<file path="src/rtl/window_accumulator.sv">
// Sums WINDOW accepted adder results and holds each total on a registered valid/ready port.
// Optional build macro WINDOW_ACCUMULATOR_OVERLAP_EN keeps accumulating while a result is held.
module window_accumulator #(
  parameter  int DATA_WIDTH = 32,
  parameter  int WINDOW     = 8,
  localparam int ACC_WIDTH  = DATA_WIDTH + 1 + $clog2(WINDOW)
) (
  input  logic                  clk,
  input  logic                  rst,
  input  logic                  in_valid,
  output logic                  in_ready,
  input  logic [DATA_WIDTH:0]   in_sum,
  input  logic                  flush,
  output logic                  out_valid,
  input  logic                  out_ready,
  output logic [ACC_WIDTH-1:0]  out_acc,
  output logic                  out_partial
);

  localparam int              CNT_W = $clog2(WINDOW);
  localparam logic [CNT_W-1:0] LAST = CNT_W'(WINDOW - 1);

  typedef enum logic {ACCUM, HOLD} state_t;

  state_t               state_reg, state_next;
  logic [ACC_WIDTH-1:0] acc_reg, acc_next;
  logic [CNT_W-1:0]     cnt_reg, cnt_next;
  logic [ACC_WIDTH-1:0] out_acc_reg, out_acc_next;
  logic                 out_partial_reg, out_partial_next;
  logic                 live_reg;

  logic                 in_xfer;
  logic                 last;
  logic                 complete;
  logic                 close;
  logic [ACC_WIDTH-1:0] sample;
  logic [ACC_WIDTH-1:0] sum;

  assign last = (cnt_reg == LAST);

  // live_reg holds in_ready low until the first edge after reset release
`ifdef WINDOW_ACCUMULATOR_OVERLAP_EN
  assign in_ready = live_reg && !((state_reg == HOLD) && last);
`else
  assign in_ready = live_reg && (state_reg == ACCUM);
`endif

  assign out_valid   = (state_reg == HOLD);
  assign out_acc     = out_acc_reg;
  assign out_partial = out_partial_reg;

  always_comb begin
    in_xfer  = in_valid && in_ready;
    // Gate the sample so an undriven in_sum never reaches the accumulator
    sample   = in_xfer ? {{(ACC_WIDTH - DATA_WIDTH - 1){1'b0}}, in_sum} : '0;
    sum      = acc_reg + sample;
    complete = in_xfer && last;
    close    = complete || (flush && ((cnt_reg != '0) || in_xfer));

    state_next       = state_reg;
    acc_next         = acc_reg;
    cnt_next         = cnt_reg;
    out_acc_next     = out_acc_reg;
    out_partial_next = out_partial_reg;

    case (state_reg)
      ACCUM: begin
        if (close) begin
          out_acc_next     = sum;
          out_partial_next = !complete;
          acc_next         = '0;
          cnt_next         = '0;
          state_next       = HOLD;
        end else if (in_xfer) begin
          acc_next = sum;
          cnt_next = cnt_reg + CNT_W'(1);
        end
      end
      HOLD: begin
        // Only reachable with overlap enabled; in_ready blocks the final sample here
        if (in_xfer) begin
          acc_next = sum;
          cnt_next = cnt_reg + CNT_W'(1);
        end
        if (out_ready) begin
          state_next = ACCUM;
        end
      end
      default: state_next = ACCUM;
    endcase
  end

  always_ff @(posedge clk or negedge rst) begin
    if (!rst) begin
      state_reg       <= ACCUM;
      acc_reg         <= '0;
      cnt_reg         <= '0;
      out_acc_reg     <= '0;
      out_partial_reg <= 1'b0;
      live_reg        <= 1'b0;
    end else begin
      state_reg       <= state_next;
      acc_reg         <= acc_next;
      cnt_reg         <= cnt_next;
      out_acc_reg     <= out_acc_next;
      out_partial_reg <= out_partial_next;
      live_reg        <= 1'b1;
    end
  end

endmodule

</file>
<file path="config.mk">
export PLATFORM = sky130hd
export DESIGN_NAME = window_accumulator
export DESIGN_NICKNAME = d
export VERILOG_FILES = /design/src/rtl/window_accumulator.sv
export SDC_FILE = /design/constraint.sdc
export NUM_CORES = 1
export LEC_CHECK = 0
export BUFFER_PORTS_ARGS = -buffer_cell sky130_fd_sc_hd__clkbuf_2
export CAP_MARGIN = 15
export CORE_ASPECT_RATIO = 1.2
export CORE_MARGIN = 3
export CORE_UTILIZATION = 50
export DETAILED_ROUTE_END_ITERATION = 16
export GPL_ROUTABILITY_DRIVEN = 0
export PLACE_DENSITY = 0.68
export SYNTH_ARGS = -nofsm -noshare
export SYNTH_HDL_FRONTEND = slang
export SYNTH_SLANG_ARGS = --single-unit
</file>
<file path="constraint.sdc">
create_clock -name clk -period 9.6 [get_ports clk]
set_input_delay 1.92 -clock clk [delete_from_list [all_inputs] [get_ports clk]]
set_output_delay 1.92 -clock clk [all_outputs]
set_load 0.05 [all_outputs]
</file>
==> results by group <==
Status
  – Outcome: completed

Critical path
  – Kind of critical path: in -> reg
  – Reg2reg end: out_acc[35]$_DFFE_PN0P_
  – FF-to-FF path depth: 12
  – Crit start category: primary input
  – Worst Setup SP: in_valid
  – CP Max Fanout: 35
  – CP Capture Type: flip-flop
  – Crit path DAT: 5.02 ns
  – Setup crit end: out_acc[35]$_DFFE_PN0P_
  – CP required: 9.88 ns
  – Reg-to-Reg Start: out_valid$_DFF_PN0_
  – Reg2Reg Setup Slack: 6.08 ns

Synth
  – Synth unique cells: 58
  – Fraction of registers with async set/reset: 100%
  – Synthesized Nets: ~660
  – Cell area after synthesis: 5190 µm²
  – Sequential area share after synthesis: a little under two fifths
  – Synthesized area per cell: 8.81 µm²
  – Synth warnings: 0
  – Synth Register Bits: 78
  – Synth Flop Type: dfrtp_1
  – Post-synth EDFFs: 0
  – Mapped Cells: 589

Global route
  – GRT overflow: 0
  – First-pass GRT wire length: 22000 µm
  – Largest net degree at the start of global routing: 79
  – Routing usage on met3: 3.20%
  – Busiest metal layer after global routing: met2
  – Total GRT Usage: 23.1%
  – Global-route met1 utilization: 29.5%
  – Initial antenna violation count: 0
  – M2 GR Usage: about two fifths
  – Vias in the first global route: 4558

CTS
  – Post-CTS Hold Buffers: 0
  – Root Buffer: clkbuf_16
  – Total clock sinks: 78
  – Bufs on Longest Clock Path: 2
  – Number of buffers created by CTS: 9
  – Number of post-CTS setup repair buffers: 0
  – H-tree depth: 3
  – CTS tree: done
  – Reg clk slew, reported paths: 0.06 ns
  – PostCTS Resize Cnt: 0
  – Worst-Skew Late Latency: 0.34 ns

Detailed routing
  – Overall routed net length: roughly 13000 µm
  – Routed wire per std cell: 17.0 µm
  – Iteration-0 DRC Markers: 222
  – Detailed Routing Iterations Pass 1: 4
  – DRC Markers: 0
  – Vias per cell: 5.90
  – Routed vias: 4558
  – Post-route ant nets: 0

Layout
  – Commonest cells after routing, fill and taps aside: nand2_1, dfrtp_1, clkbuf_2
  – Final nets: 717
  – P&R area growth vs syn: 14.8%
  – Ant. Diodes: 0
  – Most common cell after layout, fill and taps aside: nand2_1
  – Finished Core Util: 59.2%
  – FILL cells: 893
  – Layout cell share with drive strength beyond 1: 18.4%

Power
  – Leak Pwr: between 3 and 4 nW
  – Power Density: a little under 300 nW/µm²
  – Worst IR Drop VDD: 0.137 mV

Timing
  – Worst-case headroom to the max-slew limit: around 27%
  – Setup TNS: 0 ns
  – RSZ-0062 raised after global routing: no
  – Final setup viols: 0
  – Layout Skew: approximately 0.0068 ns
  – Final min period: 4.74 ns
  – Slew @ Worst Pin: 1.09 ns
  – Final period util: 49.4%
  – Final hold vios: 0
  – Slew Viols, Final: 0
  – Fmax: ~0.21 GHz

Floorplanning
  – Core Area: roughly 10000 µm²
  – Num ports: 77
  – Starting Density: 51.6%
  – Die Wd: between 90 and 100 µm
  – Die ar.: ~12000 µm²
  – # rows: 40
  – Die Y-Extent: 118 µm

Placement
  – Post-DP HPWL: between 9000 and 10000 µm
  – PortBufs: 76

Hold path
  – HP Class: reg -> reg

Run
  – Max Cap Viol: 0
synthesized netlist by cell type, drive strengths merged (5+ instances only):
cell    count  area, µm²
nand2      86        323
a211oi     10       75.1
inv        10       37.5
a31oi       7       43.8
ha         36        450
mux2       15        169
xor2       13        114
clkbuf     30        115
o21a        8       60.1
o21ai      28        140
a21oi      53        265
and3       38        238
xnor2      18        158
nand3      14       70.1
nand4       5       37.5
a21o       21        159
nor2b       5       31.3
a22o       11       96.3
buf         8       40.0
dfrtp      78       1950
nor3        6       30.0
nor2       34        128
per-stage QoR:
stage | hold slack [ns] | setup slack (ns) | cell area, µm² | cells | power, W
final | 0.470 | 4.86 | 5950 | 772 | 0.00175
after global routing | 0.506 | 4.65 | 5950 | 772 | 0.00185
after CTS | 0.473 | 4.87 | 5950 | 772 | 0.00176
after detailed placement | 0.460 | 4.53 | 5620 | 757 | 0.00136
after global placement | 0.452 | 4.62 | 5620 | 757 | 0.00134
after floorplan | 0.456 | 5.13 | 5190 | 589 | 0.00115
logic make-up after synthesis:
family          Yosys count  synth area share [%]
mux                      17                  3.64
fa+ha+maj                37                  9.07
simple gates            203                  18.6
flops                    78                  37.6
xor+xnor                 31                  5.23
compound gates          174                  22.0
buf+inv                  48                  3.71
other cells               1                0.0723
routing by layer:
metal | part of all wire [%] | vias up
met5 | 0 | -
met4 | 2.7 | 0
met3 | 4.7 | 20
met2 | 50 | 121
met1 | 43 | 2189
li1 | - | 2228
worst max-delay path, cell delays in order:
cell	delay (ns)
clkbuf_2	0.46
and3_1	0.26
ha_1	0.29
a21o_1	0.21
a221o_1	0.36
a211oi_1	0.38
a21oi_1	0.20
o21ai_1	0.16
a21boi_1	0.17
or4b_1	0.50
nand3_1	0.09
where the power goes:
group          switching, W  leakage (nW)  total, W  internal [W]
Combinational      0.000581          1.96  0.000836      0.000254
Clock              0.000136         0.166  0.000395      0.000259
Sequential        0.0000684          1.04  0.000515      0.000446
Total              0.000786          3.17   0.00175      0.000960
cell type report:
cell class	instances	area (µm²)	share of cell area, %
clock buffer	11	243	4.08
clock inverter	4	95.1	1.60
inverter	10	37.5	0.631
multi-input combinational	463	3060	51.3
sequential	78	1950	32.8
tap	126	158	2.65
timing repair buffer	80	413	6.94
how the worst min path moves through the flow:
stage                                       start                       to  slack [ns]  cells after the start
after floorplan             acc_reg[22]$_DFF_PN0_    acc_reg[22]$_DFF_PN0_        0.46                      2
after global placement     out_acc[1]$_DFFE_PN0P_   out_acc[1]$_DFFE_PN0P_        0.45                      2
final                     out_acc[18]$_DFFE_PN0P_  out_acc[18]$_DFFE_PN0P_        0.47                      2
after CTS                  out_acc[1]$_DFFE_PN0P_   out_acc[1]$_DFFE_PN0P_        0.47                      2
after global routing      out_acc[33]$_DFFE_PN0P_  out_acc[33]$_DFFE_PN0P_        0.51                      2
after detailed placement   out_acc[1]$_DFFE_PN0P_   out_acc[1]$_DFFE_PN0P_        0.46                      2
Note: power is estimated with default switching activity, not from simulation.
